File: src/rtl/ps2_rtc_cmd_decoder_pkg.sv
// ----------------------------------------------------------------------------
// ps2_rtc_pkg
// Shared definitions for the PS/2 -> RTC command decoder:
//   - scan-code constants (set 2 make codes, break/extended prefixes)
//   - PS2 mode-select pulse codes
//   - prefix FSM state encoding
//   - layout of the pulse event vector fed to the stretcher
// No ports (package).
// ----------------------------------------------------------------------------
package ps2_rtc_pkg;

    // Push-button keys
    localparam logic [7:0] SC_UP      = 8'h1D;
    localparam logic [7:0] SC_DOWN    = 8'h1B;
    localparam logic [7:0] SC_LEFT    = 8'h1C;
    localparam logic [7:0] SC_RIGHT   = 8'h23;
    localparam logic [7:0] SC_PROGRAM = 8'h4D;

    // Mode-select keys
    localparam logic [7:0] SC_MODE_E  = 8'h24;
    localparam logic [7:0] SC_MODE_R  = 8'h2D;
    localparam logic [7:0] SC_MODE_I  = 8'h43;

    // Toggle keys and clear
    localparam logic [7:0] SC_TIMER   = 8'h2C;
    localparam logic [7:0] SC_24_12   = 8'h2B;
    localparam logic [7:0] SC_AM_PM   = 8'h2A;
    localparam logic [7:0] SC_ESC     = 8'h76;

    // Prefixes
    localparam logic [7:0] SC_BREAK   = 8'hF0;
    localparam logic [7:0] SC_EXT     = 8'hE0;

    // Extended (E0-prefixed) arrow keys
    localparam logic [7:0] SC_EXT_UP    = 8'h75;
    localparam logic [7:0] SC_EXT_DOWN  = 8'h72;
    localparam logic [7:0] SC_EXT_LEFT  = 8'h6B;
    localparam logic [7:0] SC_EXT_RIGHT = 8'h74;

    // PS2 mode-select codes
    localparam logic [2:0] PS2_IDLE = 3'b000;
    localparam logic [2:0] PS2_E    = 3'b010;
    localparam logic [2:0] PS2_RI   = 3'b100;

    typedef enum logic [1:0] {
        ST_IDLE    = 2'd0,
        ST_BRK     = 2'd1,
        ST_EXT     = 2'd2,
        ST_EXT_BRK = 2'd3
    } state_t;

    // One event vector drives every stretched output, so a new event
    // replaces whatever pulse is currently active.
    typedef struct packed {
        logic [2:0] ps2;
        logic       pb_program;
        logic       pb_up;
        logic       pb_down;
        logic       pb_left;
        logic       pb_right;
    } evt_t;

endpackage

File: src/rtl/ps2_rtc_cmd_decoder_if.sv
// ----------------------------------------------------------------------------
// ps2_rtc_cmd_decoder_if
// Bundle between the PS/2 receiver side and the RTC control side.
//   key_code / listo        : scan-code byte and byte-valid from the receiver
//   var_stb                 : one-cycle "byte accepted" strobe
//   PS2                     : mode-select pulse code
//   SF_*                    : held toggle flags
//   PB_*_SA                 : stretched push-button pulses
// Modports: master = byte source / output consumer, slave = decoder.
// ----------------------------------------------------------------------------
interface ps2_rtc_cmd_decoder_if #(
    parameter int KEY_W = 8
);
    logic [KEY_W-1:0] key_code;
    logic             listo;
    logic             var_stb;
    logic [2:0]       PS2;
    logic             SF_Timer;
    logic             SF_24_12;
    logic             SF_AM_PM;
    logic             PB_program_SA;
    logic             PB_up_SA;
    logic             PB_down_SA;
    logic             PB_left_SA;
    logic             PB_right_SA;

    modport master (
        output key_code, listo,
        input  var_stb, PS2, SF_Timer, SF_24_12, SF_AM_PM,
               PB_program_SA, PB_up_SA, PB_down_SA, PB_left_SA, PB_right_SA
    );

    modport slave (
        input  key_code, listo,
        output var_stb, PS2, SF_Timer, SF_24_12, SF_AM_PM,
               PB_program_SA, PB_up_SA, PB_down_SA, PB_left_SA, PB_right_SA
    );
endinterface

File: src/rtl/ps2_rtc_cmd_decoder_pulse_stretch.sv
// ----------------------------------------------------------------------------
// ps2_rtc_pulse_stretch
// Latches an event vector and holds it for PULSE_CYCLES clocks using one
// shared down-counter. A load while active replaces the vector and restarts
// the count with no gap cycle. The counter never wraps; it rests at 0.
// Ports:
//   clk, rst_n   clock, asynchronous active-low reset
//   i_load       load strobe (event present this cycle)
//   i_vec        event vector to latch
//   o_vec        stretched vector
// ----------------------------------------------------------------------------
module ps2_rtc_pulse_stretch #(
    parameter int PULSE_CYCLES = 4,
    parameter int VEC_W        = 8
) (
    input  logic             clk,
    input  logic             rst_n,
    input  logic             i_load,
    input  logic [VEC_W-1:0] i_vec,
    output logic [VEC_W-1:0] o_vec
);
    localparam int               CNT_W    = $clog2(PULSE_CYCLES + 1);
    localparam logic [CNT_W-1:0] CNT_LOAD = CNT_W'(PULSE_CYCLES);
    localparam logic [CNT_W-1:0] CNT_ONE  = CNT_W'(1);

    logic [CNT_W-1:0] r_cnt;
    logic [VEC_W-1:0] r_vec;

    // Count value is the number of cycles the output still stays high,
    // including the current one; the last cycle clears both.
    always_ff @(posedge clk or negedge rst_n) begin
        if (!rst_n) begin
            r_cnt <= '0;
            r_vec <= '0;
        end else if (i_load) begin
            r_cnt <= CNT_LOAD;
            r_vec <= i_vec;
        end else if (r_cnt == CNT_ONE) begin
            r_cnt <= '0;
            r_vec <= '0;
        end else if (r_cnt != '0) begin
            r_cnt <= r_cnt - CNT_ONE;
        end
    end

    assign o_vec = r_vec;
endmodule

File: src/rtl/ps2_rtc_cmd_decoder.sv
// ----------------------------------------------------------------------------
// ps2_rtc_cmd_decoder
// Turns the PS/2 receiver byte stream into registered RTC controls:
// held toggle flags (with typematic suppression), stretched push-button
// pulses, a PS2 mode-select pulse code and a byte-accepted strobe.
// Tracks F0 (break) and E0 (extended) prefixes with a small FSM.
// Ports:
//   clk       system clock
//   reset_n   asynchronous active-low reset
//   bus       ps2_rtc_cmd_decoder_if.slave (key_code/listo in, controls out)
// Optional feature macro: PS2_RTC_ARROWS_EN -- when defined, extended
// E0 75/72/6B/74 makes fire up/down/left/right pulses; otherwise extended
// makes only produce the accept strobe.
// ----------------------------------------------------------------------------
module ps2_rtc_cmd_decoder
    import ps2_rtc_pkg::*;
#(
    parameter int PULSE_CYCLES = 4,
    parameter int KEY_W        = 8
) (
    input  logic                 clk,
    input  logic                 reset_n,
    ps2_rtc_cmd_decoder_if.slave bus
);
`ifdef PS2_RTC_ARROWS_EN
    localparam bit ARROWS_EN = 1'b1;
`else
    localparam bit ARROWS_EN = 1'b0;
`endif

    logic             r_listo_d, r_listo_d2;
    logic [KEY_W-1:0] r_key_d;
    state_t           r_state, w_state_nxt;
    logic [2:0]       r_held, r_flags;      // bit 2 Timer, 1 24_12, 0 AM_PM
    logic             r_var;
    logic             w_accept, w_make, w_ext_make, w_esc;
    logic [2:0]       w_tgl_key, w_held_set, w_held_clr, w_tgl;
    evt_t             w_evt, w_pulse;

    // Byte and listo are captured together; the rising edge of the captured
    // listo is the single acceptance point, so a long listo is one byte.
    assign w_accept = r_listo_d & ~r_listo_d2;

    always_comb begin
        w_tgl_key = 3'b000;
        case (r_key_d)
            KEY_W'(SC_TIMER): w_tgl_key = 3'b100;
            KEY_W'(SC_24_12): w_tgl_key = 3'b010;
            KEY_W'(SC_AM_PM): w_tgl_key = 3'b001;
            default:          w_tgl_key = 3'b000;
        endcase
    end

    // Prefix FSM: next state and which kind of byte this is
    always_comb begin
        w_state_nxt = r_state;
        w_make      = 1'b0;
        w_ext_make  = 1'b0;
        w_held_clr  = 3'b000;
        if (w_accept) begin
            case (r_state)
                ST_IDLE: begin
                    if (r_key_d == KEY_W'(SC_BREAK))      w_state_nxt = ST_BRK;
                    else if (r_key_d == KEY_W'(SC_EXT))   w_state_nxt = ST_EXT;
                    else                                  w_make      = 1'b1;
                end
                ST_BRK: begin
                    w_held_clr  = w_tgl_key;
                    w_state_nxt = ST_IDLE;
                end
                ST_EXT: begin
                    if (r_key_d == KEY_W'(SC_BREAK)) begin
                        w_state_nxt = ST_EXT_BRK;
                    end else begin
                        w_ext_make  = 1'b1;
                        w_state_nxt = ST_IDLE;
                    end
                end
                default: w_state_nxt = ST_IDLE;  // ST_EXT_BRK: byte consumed
            endcase
        end
    end

    always_ff @(posedge clk or negedge reset_n) begin
        if (!reset_n) r_state <= ST_IDLE;
        else          r_state <= w_state_nxt;
    end

    // Make-code decode into pulse events / Esc
    always_comb begin
        w_evt = '0;
        w_esc = 1'b0;
        if (w_make) begin
            case (r_key_d)
                KEY_W'(SC_PROGRAM):                   w_evt.pb_program = 1'b1;
                KEY_W'(SC_UP):                        w_evt.pb_up      = 1'b1;
                KEY_W'(SC_DOWN):                      w_evt.pb_down    = 1'b1;
                KEY_W'(SC_LEFT):                      w_evt.pb_left    = 1'b1;
                KEY_W'(SC_RIGHT):                     w_evt.pb_right   = 1'b1;
                KEY_W'(SC_MODE_E):                    w_evt.ps2        = PS2_E;
                KEY_W'(SC_MODE_R), KEY_W'(SC_MODE_I): w_evt.ps2        = PS2_RI;
                KEY_W'(SC_ESC):                       w_esc            = 1'b1;
                default:                              ;
            endcase
        end else if (w_ext_make && ARROWS_EN) begin
            case (r_key_d)
                KEY_W'(SC_EXT_UP):    w_evt.pb_up    = 1'b1;
                KEY_W'(SC_EXT_DOWN):  w_evt.pb_down  = 1'b1;
                KEY_W'(SC_EXT_LEFT):  w_evt.pb_left  = 1'b1;
                KEY_W'(SC_EXT_RIGHT): w_evt.pb_right = 1'b1;
                default:              ;
            endcase
        end
    end

    // A toggle fires only on the first make while the key is not held;
    // typematic repeats find the held bit set and do nothing.
    assign w_held_set = w_make ? w_tgl_key : 3'b000;
    assign w_tgl      = w_held_set & ~r_held;

    always_ff @(posedge clk or negedge reset_n) begin
        if (!reset_n) begin
            r_listo_d  <= 1'b0;
            r_listo_d2 <= 1'b0;
            r_key_d    <= '0;
            r_held     <= 3'b000;
            r_flags    <= 3'b000;
            r_var      <= 1'b0;
        end else begin
            r_listo_d  <= bus.listo;
            r_listo_d2 <= r_listo_d;
            r_key_d    <= bus.key_code;
            r_held     <= (r_held | w_held_set) & ~w_held_clr;
            r_flags    <= w_esc ? 3'b000 : (r_flags ^ w_tgl);
            r_var      <= w_accept;
        end
    end

    ps2_rtc_pulse_stretch #(
        .PULSE_CYCLES (PULSE_CYCLES),
        .VEC_W        ($bits(evt_t))
    ) u_stretch (
        .clk    (clk),
        .rst_n  (reset_n),
        .i_load (|w_evt),
        .i_vec  (w_evt),
        .o_vec  (w_pulse)
    );

    assign bus.var_stb       = r_var;
    assign bus.PS2           = w_pulse.ps2;
    assign bus.SF_Timer      = r_flags[2];
    assign bus.SF_24_12      = r_flags[1];
    assign bus.SF_AM_PM      = r_flags[0];
    assign bus.PB_program_SA = w_pulse.pb_program;
    assign bus.PB_up_SA      = w_pulse.pb_up;
    assign bus.PB_down_SA    = w_pulse.pb_down;
    assign bus.PB_left_SA    = w_pulse.pb_left;
    assign bus.PB_right_SA   = w_pulse.pb_right;
endmodule

File: src/flat_wrapper.sv
// flat-port wrapper written by rule: the top's interface ports become plain ports
module ps2_rtc_cmd_decoder_flat import ps2_rtc_pkg::*;
#(
    parameter int PULSE_CYCLES = 4,
    parameter int KEY_W        = 8
)
  (clk, reset_n, bus_key_code, bus_listo, bus_var_stb, bus_PS2, bus_SF_Timer, bus_SF_24_12, bus_SF_AM_PM, bus_PB_program_SA, bus_PB_up_SA, bus_PB_down_SA, bus_PB_left_SA, bus_PB_right_SA);
  ps2_rtc_cmd_decoder_if #(.KEY_W(KEY_W)) bus_i ();
  input  logic clk;
  input  logic reset_n;
  input wire logic [$bits(bus_i.key_code)-1:0] bus_key_code;
  input wire logic [$bits(bus_i.listo)-1:0] bus_listo;
  output wire logic [$bits(bus_i.var_stb)-1:0] bus_var_stb;
  output wire logic [$bits(bus_i.PS2)-1:0] bus_PS2;
  output wire logic [$bits(bus_i.SF_Timer)-1:0] bus_SF_Timer;
  output wire logic [$bits(bus_i.SF_24_12)-1:0] bus_SF_24_12;
  output wire logic [$bits(bus_i.SF_AM_PM)-1:0] bus_SF_AM_PM;
  output wire logic [$bits(bus_i.PB_program_SA)-1:0] bus_PB_program_SA;
  output wire logic [$bits(bus_i.PB_up_SA)-1:0] bus_PB_up_SA;
  output wire logic [$bits(bus_i.PB_down_SA)-1:0] bus_PB_down_SA;
  output wire logic [$bits(bus_i.PB_left_SA)-1:0] bus_PB_left_SA;
  output wire logic [$bits(bus_i.PB_right_SA)-1:0] bus_PB_right_SA;
  assign bus_i.key_code = bus_key_code;
  assign bus_i.listo = bus_listo;
  assign bus_var_stb = bus_i.var_stb;
  assign bus_PS2 = bus_i.PS2;
  assign bus_SF_Timer = bus_i.SF_Timer;
  assign bus_SF_24_12 = bus_i.SF_24_12;
  assign bus_SF_AM_PM = bus_i.SF_AM_PM;
  assign bus_PB_program_SA = bus_i.PB_program_SA;
  assign bus_PB_up_SA = bus_i.PB_up_SA;
  assign bus_PB_down_SA = bus_i.PB_down_SA;
  assign bus_PB_left_SA = bus_i.PB_left_SA;
  assign bus_PB_right_SA = bus_i.PB_right_SA;
  ps2_rtc_cmd_decoder #(.PULSE_CYCLES(PULSE_CYCLES), .KEY_W(KEY_W)) u_core (.clk(clk), .reset_n(reset_n), .bus(bus_i));
endmodule
File: config.mk
export PLATFORM = sky130hd
export DESIGN_NAME = ps2_rtc_cmd_decoder_flat
export DESIGN_NICKNAME = d
export VERILOG_FILES = /design/src/rtl/ps2_rtc_cmd_decoder_pkg.sv /design/src/rtl/ps2_rtc_cmd_decoder_if.sv /design/src/rtl/ps2_rtc_cmd_decoder_pulse_stretch.sv /design/src/rtl/ps2_rtc_cmd_decoder.sv /design/src/flat_wrapper.sv
export SDC_FILE = /design/constraint.sdc
export NUM_CORES = 1
export LEC_CHECK = 0
export ABC_AREA = 1
export BUFFER_PORTS_ARGS = -buffer_cell sky130_fd_sc_hd__buf_2
export CORE_MARGIN = 5
export CORE_UTILIZATION = 35
export CTS_CLUSTER_DIAMETER = 200
export CTS_CLUSTER_SIZE = 30
export DETAILED_ROUTE_END_ITERATION = 16
export PLACE_DENSITY_LB_ADDON = 0.08
export SLEW_MARGIN = 0
export SYNTH_ARGS = -nofsm -noshare
export SYNTH_HDL_FRONTEND = slang
export SYNTH_SLANG_ARGS = --single-unit
File: constraint.sdc
create_clock -name clk -period 1.9 [get_ports clk]
set_clock_uncertainty 0.2 [all_clocks]
set_input_delay 0.285 -clock clk [delete_from_list [all_inputs] [get_ports clk]]
set_output_delay 0.285 -clock clk [all_outputs]
set_load 0.05 [all_outputs]
==> impl_metrics.csv, run 1 <==
group,metric,value,unit
outcome,status,"finished clean",
global_route,grt_pass1_vias,1120,
hold_path,min_path_type,"flip-flop to flip-flop",
pwr,switching_share,32.4,%
final_layout,diodes,0,
final_layout,fin_nets,221,
synthesis,synth_area_leader_cell,"dfrtp_1",
synthesis,yosysTopAreaCellShare,50.1,%
synthesis,yosysMostFrequentCell,"nand2_1",
global_route,grt_pass1_wl,5000,microns
pwr,vdd_drop_max,0.000437,V
timing,post-route-period-util,91.0,%
worst_setup_path,critPathMaxStageDelay,440,ps
route,finalWirelength,2880,microns
placement,io_buffer_count,21,
pwr,power.density,962,mW/mm^2
final_layout,post-route-util,45.8,%
timing,hold_viol,0,
floorplan,coreArea,0.00400,sq mm
timing,setup_ws,171,ps
worst_setup_path,critPathArrivalTime,1740,ps
worst_setup_path,crit_chain,"nor2_4, nand2_2, o21ai_2, nor2_2, o21ai_1, nand2_1, nor2_2, nand3_1, nand2_1",
synthesis,yosys_most_used_dff,"dfrtp_1",
final_layout,fillers,408,
synthesis,synth_compound_area_share,6.22,%
synthesis,synth_area_leaders,"dfrtp_1 50%, nand2_1 9.3%, inv_1 6.0%, nor2_1 5.2%, nand3_1 4.8%",
global_route,grt_max_degree,30,
floorplan,rows,23,
global_route,grt_overflow,0,
pwr,p_seq_share,42.8,%
worst_setup_path,slowest_stage,"dfrtp_1",
synthesis,syn-instance-count,166,
pwr,pwr-share-comb,28.9,%
route,ant_nets,0,
synthesis,synth_xor_area_share,1.82,%
pwr,power,0.00176,W
worst_setup_path,cp_num_buf_inv,0,
timing,rsz0062_at_grt,"yes",
floorplan,dieArea,0.00552,sq mm
route,wl_met3,157,microns
cts,cts_buffers,5,
final_layout,drive_above_1_share,25.1,%
worst_setup_path,cp-end-kind,"flip-flop",
synthesis,syn-num-nets,180,
timing,finalSetupViolations,0,
cts,clock-root-buffer,"clkbuf_8",
worst_setup_path,crit_family,"simple AND/OR/NAND/NOR gates",
synthesis,synth_mux_area_share,0,%
worst_setup_path,critPathLaunch,"u_core.r_key_d[0]$_DFF_PN0_",
synthesis,synth_edf_count,0,
synthesis,synth.avg_cell_area,8.72,sq um
synthesis,seq_area_frac_synth,50.1,%
synthesis,synth_cell_type_count,32,
synthesis,synth-seq-cells,29,
worst_setup_path,regToRegStartpoint,"u_core.r_key_d[0]$_DFF_PN0_",
worst_setup_path,cp-start-kind,"flip-flop",
timing,period_minus_slack,1730,ps
worst_setup_path,critPathMaxFanout,5,
route,viasPerCell,4.50,
synthesis,synthArstFlopShare,100,%
route,vias,1157,
pwr,power.internal,0.00119,W
timing,fmax,578,MHz
hold_path,min_from,"u_core.r_listo_d$_DFF_PN0_",
synthesis,yosysWarnings,0,
pwr,clockPowerShare,28.3,%
flow_run,drv_cap,0,
synthesis,synth-simple-area-share,32.0,%
synthesis,synth.cell_area,0.00145,sq mm
synthesis,synth_top_family_by_area,"simple AND/OR/NAND/NOR gates",
route,met1_length,1260,microns
cts,cts_sinks,29,
placement,preCtsSetupSlack,132,ps
cts,post_cts_buffers,0,
cts,cts_tree,"done",
worst_setup_path,worstPathRequired,1920,ps
timing,slew_headroom,58.0,%
floorplan,ios,23,
route,wl_met2,1430,microns
pwr,p_sw,0.000571,W
floorplan,die_w,74.3,microns
synthesis,synthAdderAreaFrac,2.59,%
cts,clk_latency,270,ps
global_route,grt_antenna_before_repair,0,
timing,drv_slew,0,
cts,htreeDepth,2,
cts,cts_buffer_depth,2,
timing,worst_slew_pin_slew,631,ps
worst_setup_path,critPathKind,"flip-flop to flip-flop",
floorplan,die_h,74.3,microns
placement,place.gp.congestion,0.785,
route,detail_route.iter0.violations,51,
final_layout,syn_to_final_growth,26.6,%
route,dr.pass1.iters,4,
pwr,p_leak,0.942,nW
cts,cts.clk_slew.worst_paths,60,ps
route,post_drt_wl_per_cell,11.2,microns
route,post-route-drc-count,0,
placement,place_hpwl,2240,microns
route,top_layer_used,"met4",
synthesis,ys_top_cells_by_count,"36 x nand2_1, 29 x dfrtp_1, 23 x inv_1, 20 x nor2_1, 14 x nand3_1",
floorplan,start_util,36.2,%
global_route,grt_use_total,12.0,%
==> cell families after synthesis <==
family | count (synthesis)
XOR/XNOR | 3
buffers and inverters | 26
adder cells (fa/ha/maj) | 3
AND/OR/NAND/NOR | 92
flip-flops | 29
other | 1
AO/OA/AOI/OAI | 12
==> worst reg2reg max path, cell delays in order, from the launching register on <==
cell	delay, ps
dfrtp_1	440
nor2_4	160
nand2_2	90
o21ai_2	130
nor2_2	60
o21ai_1	70
nand2_1	140
nor2_2	220
nand3_1	100
nand2_1	70
==> state kept, by name, summed over array words and instances (netlist names) <==
| register | cells |
|---|---|
| u_core.bus.var_stb | 1 |
| u_core.r_flags | 3 |
| u_core.r_held | 3 |
| u_core.r_key_d | 8 |
| u_core.r_listo_d | 1 |
| u_core.r_listo_d2 | 1 |
| u_core.r_state | 2 |
| u_core.u_stretch.o_vec | 7 |
| u_core.u_stretch.r_cnt | 3 |
==> power groups by stage <==
stage / logic (W) / clock network (W) / registers [W]
6_report: 0.000510 / 0.000499 / 0.000754
5_1_grt: 0.000586 / 0.000545 / 0.000767
4_1_cts: 0.000518 / 0.000524 / 0.000756
3_5_place_dp: 0.000502 / 0 / 0.000767
3_3_place_gp: 0.000493 / 0 / 0.000765
2_1_floorplan: 0.000345 / 0 / 0.000775
==> cell type report <==
| class | count | area (sq um) | area share (%) |
|---|---|---|---|
| sequential | 29 | 726 | 39.6 |
| multi-input combinational | 112 | 637 | 34.7 |
| timing repair buffer | 34 | 228 | 12.4 |
| inverter | 25 | 93.8 | 5.12 |
| clock buffer | 7 | 86.3 | 4.71 |
| tap | 50 | 62.6 | 3.41 |
==> layer usage <==
layer,track usage (%),up-vias
met4,5.34,0
met2,19.9,22
met1,14.3,526
met5,0,-
li1,-,604
met3,3.65,5
==> layout by cell type, fill, tap and decap left out, types with 2 or more instances in the layout <==
cell / Yosys / final
nand2_1: 36 / 36
dfrtp_1: 29 / 29
inv_1: 23 / 23
buf_2: 0 / 21
nor2_1: 20 / 20
nand3_1: 14 / 14
dlygate4sd3_1: 0 / 10
clkbuf_8: 0 / 6
nor2_2: 5 / 5
nor2_4: 4 / 5
a31oi_1: 3 / 3
ha_1: 3 / 3
buf_4: 1 / 3
inv_2: 2 / 2
nand3_2: 2 / 2
nand2_2: 2 / 2
nor3_2: 1 / 2
xor2_1: 2 / 2
nor3b_1: 2 / 2
o21ai_1: 2 / 2
==> timing repair <==
action / in CTS / in global routing
hold endpoints to repair: 38 / 0
setup endpoints to repair: 0 / 10
gates resized for setup: 0 / 2
hold buffers: 10 / 0
==> metrics by stage <==
stage / hold slack, ps / area [sq um] / instances / TNS, ps
floorplan: -211 / 1450 / 166 / 0
global placement: 148 / 1630 / 239 / 0
detailed placement: 152 / 1630 / 239 / 0
CTS: 178 / 1820 / 256 / 0
global route: 186 / 1830 / 257 / -10.6
finish: 175 / 1830 / 257 / 0
==> final timing paths <==
check	to	slack, ps	cells after the start
min in group asynchronous	u_core.r_flags[2]$_DFF_PN0_	360	2
max reg2reg	u_core.u_stretch.o_vec[6]$_DFFE_PN0P_	170	9
min	u_core.r_listo_d2$_DFF_PN0_	170	0
max	u_core.u_stretch.o_vec[6]$_DFFE_PN0P_	170	9
max in group asynchronous	u_core.r_key_d[0]$_DFF_PN0_	720	2
min reg2reg	u_core.r_listo_d2$_DFF_PN0_	170	0
No activity file was read; power rests on OpenSTA's default activity.
==> run 2: changes to the inputs <==
--- a/config.mk
+++ b/config.mk
@@ -5,7 +5,6 @@
 export SDC_FILE = /design/constraint.sdc
 export NUM_CORES = 1
 export LEC_CHECK = 0
-export ABC_AREA = 1
 export BUFFER_PORTS_ARGS = -buffer_cell sky130_fd_sc_hd__buf_2
 export CORE_MARGIN = 5
 export CORE_UTILIZATION = 35
==> run 2 against run 1 <==
- total power down 7.3%
- sequential share of layout area down 1.8 points
- first-iteration DRC count down 55%
- critical path depth down 4
- count of clock-buffer cells in the layout unchanged
- the flow now finishes with violations (setup timing)
==> impl_metrics.csv, run 2 <==
group,metric,value,unit
outcome,status,"finished, violations left",
outcome,violations,"setup timing",
worst_setup_path,cp-start-kind,"flip-flop",
timing,fin_setup_tns,-1250,ps
synthesis,synthArstFlopShare,100,%
global_route,grt_overflow,0,
placement,dpl-instance-area,0.00165,sq mm
route,detail_route.iter0.violations,23,
cts,clk_latency,280,ps
final_layout,drive_above_1_share,36.1,%
placement,place_hpwl,2290,microns
timing,drv_slew,0,
cts,htreeDepth,2,
synthesis,synth-seq-cells,29,
final_layout,layout_common_cells,"29 x dfrtp_1, 23 x buf_4, 21 x buf_2, 11 x nor2_1, 10 x dlygate4sd3_1",
worst_setup_path,critPathMaxStageDelay,570,ps
global_route,grt_pass1_wl,5680,microns
synthesis,yosysMostFrequentCell,"dfrtp_1",
route,vias,1114,
synthesis,ys_top_cells_by_count,"29 x dfrtp_1, 12 x nor2_1, 6 x inv_1",
synthesis,seq_area_frac_synth,54.2,%
synthesis,synth_area_leader_cell,"dfrtp_1",
pwr,power.density,853,mW/mm^2
synthesis,syn-instance-count,119,
timing,setup_ws,-161,ps
worst_setup_path,critPathMaxFanout,7,
final_layout,postLayoutCellArea,0.00192,sq mm
timing,worst_slew_pin_slew,636,ps
final_layout,syn_to_final_growth,43.3,%
pwr,vdd_drop_max,0.000669,V
worst_setup_path,cp-end-kind,"flip-flop",
global_route,grt_use_total,13.8,%
synthesis,synth_area_leaders,"dfrtp_1 54%, nor2_1 3.4%, ha_1 2.8%, nand2b_1 2.3%, a21o_1 2.2%",
cts,cts_buffers,5,
synthesis,synth.cell_area,0.00134,sq mm
worst_setup_path,crit_family,"simple AND/OR/NAND/NOR gates",
floorplan,die_h,71.8,microns
synthesis,synth.avg_cell_area,11.3,sq um
worst_setup_path,critPathKind,"flip-flop to flip-flop",
synthesis,synth_edf_count,0,
final_layout,multiInputGateArea,631,sq um
route,viasPerCell,4.89,
timing,period_minus_slack,2060,ps
route,post_drt_wl_per_cell,13.9,microns
synthesis,yosys_most_used_dff,"dfrtp_1",
final_layout,layout_commonest_cell,"dfrtp_1",
route,post-route-drc-count,0,
cts,cts.clk_slew.worst_paths,60,ps
synthesis,syn-num-nets,133,
cts,cts_buffer_depth,2,
worst_setup_path,critPathArrivalTime,2020,ps
global_route,grt_pass1_vias,1223,
synthesis,synth_top_family_by_area,"simple AND/OR/NAND/NOR gates",
synthesis,synth-simple-area-share,26.5,%
placement,place.gp.congestion,0.816,
route,ant_nets,0,
synthesis,synth_compound_area_share,10.6,%
pwr,p_leak,0.964,nW
flow_run,drv_cap,0,
synthesis,yosysWarnings,0,
timing,slew_headroom,57.6,%
global_route,grt_max_degree,30,
route,dr.pass1.iters,4,
global_route,grt_antenna_before_repair,0,
timing,rsz0062_at_grt,"yes",
final_layout,fillers,348,
final_layout,regArea,726,sq um
timing,hold_slack,277,ps
final_layout,largest_register_ffs,8,
cts,cts_tree,"done",
timing,fmax,485,MHz
hold_path,min_path_type,"flip-flop to flip-flop",
timing,hold_viol,0,
floorplan,rows,22,
synthesis,yosysTopAreaCellShare,54.2,%
cts,cts_sinks,29,
synthesis,synth_xor_area_share,2.62,%
worst_setup_path,crit_chain,"or4b_4, nor4b_4, and3_4, nor3_4, a32o_1",
final_layout,regMostFlops,"u_core.r_key_d",
timing,post-route-period-util,108,%
synthesis,synthAdderAreaFrac,2.80,%
worst_setup_path,cp_num_buf_inv,0,
placement,io_buffer_count,21,
floorplan,die_w,71.8,microns
timing,finalSetupViolations,10,
worst_setup_path,slowest_stage,"or4b_4",
synthesis,synth_cell_type_count,39,
floorplan,start_util,36.3,%
final_layout,post-route-util,52.0,%
worst_setup_path,worstPathRequired,1860,ps
synthesis,synth_mux_area_share,0.748,%
floorplan,dieArea,0.00516,sq mm
cts,clock-root-buffer,"clkbuf_8",
final_layout,fin_nets,193,
final_layout,diodes,0,
floorplan,coreArea,0.00369,sq mm
floorplan,ios,23,
route,finalWirelength,3180,microns
-- run 2: changes by cell type after synthesis, sizes merged, moves of 3 or more --
cell    previous run  this run
a21o               0         4
a22o               0         3
a31oi              3         0
inv               25         6
nand2             38         5
nand2b             0         5
nand3             16         3
nor2              29        12
nor4b              0         4
-- run 2: cells by family after synthesis --
kind of cell               count (synthesis)
xor gates and xnor gates                   4
muxes                                      1
DFF                                       29
other                                      1
and+or+nand+nor                           54
adders and majority gates                  3
buffers and inverters                      7
AOI/OAI and AO/OA                         20
-- run 2: final timing paths --
path                       slack (ps)                               endpoint                                  start  cells after the start
setup / recovery                 -160  u_core.u_stretch.o_vec[2]$_DFFE_PN0P_          u_core.r_state[0]$_DFFE_PN0P_                      5
max in group asynchronous         710            u_core.r_key_d[6]$_DFF_PN0_                                reset_n                      2
hold / removal                    280  u_core.u_stretch.o_vec[6]$_DFFE_PN0P_  u_core.u_stretch.o_vec[6]$_DFFE_PN0P_                      1
min in group asynchronous         370             u_core.r_held[2]$_DFF_PN0_                                reset_n                      2
setup reg to reg                 -160  u_core.u_stretch.o_vec[2]$_DFFE_PN0P_          u_core.r_state[0]$_DFFE_PN0P_                      5
hold reg to reg                   280  u_core.u_stretch.o_vec[6]$_DFFE_PN0P_  u_core.u_stretch.o_vec[6]$_DFFE_PN0P_                      1
-- run 2: layout make-up --
cell class / count / area share [%]
clock buffer: 7 / 5.02
tap: 48 / 3.13
inverter: 6 / 1.17
sequential: 29 / 37.8
clock inverter: 1 / 0.261
multi-input combinational: 83 / 32.9
timing repair buffer: 54 / 19.7
-- run 2: timing repair --
item                                   4_1_cts  5_1_grt
resized for setup                            3        6
buffers inserted                             1        1
hold buffers                                10        0
endpoints found under the hold margin       38        0
pin swaps                                    1       10
gates cloned                                 0        0
setup endpoints to repair                   11       14
-- run 2: layer usage --
layer  global-route usage, %  vias to the layer above  wire length [microns]
met5                       0                        -                      0
met4                    3.76                        0                     39
met3                    4.35                        4                    116
met2                    23.4                       19                   1620
met1                    17.0                      546                   1400
li1                        -                      545                      -
-- run 2: through the flow --
step | total power, W | instances | worst slack (ps)
2_1_floorplan | 0.000953 | 119 | -108
3_3_place_gp | 0.00104 | 208 | -117
3_5_place_dp | 0.00106 | 208 | -139
4_1_cts | 0.00164 | 227 | -151
5_1_grt | 0.00174 | 228 | -232
6_report | 0.00164 | 228 | -161
-- run 2: power by group --
part | total, W | internal (W) | switching [W]
sequential | 0.000729 | 0.000677 | 0.0000523
clock | 0.000554 | 0.000327 | 0.000228
combinational | 0.000352 | 0.000150 | 0.000202
total | 0.00164 | 0.00115 | 0.000482
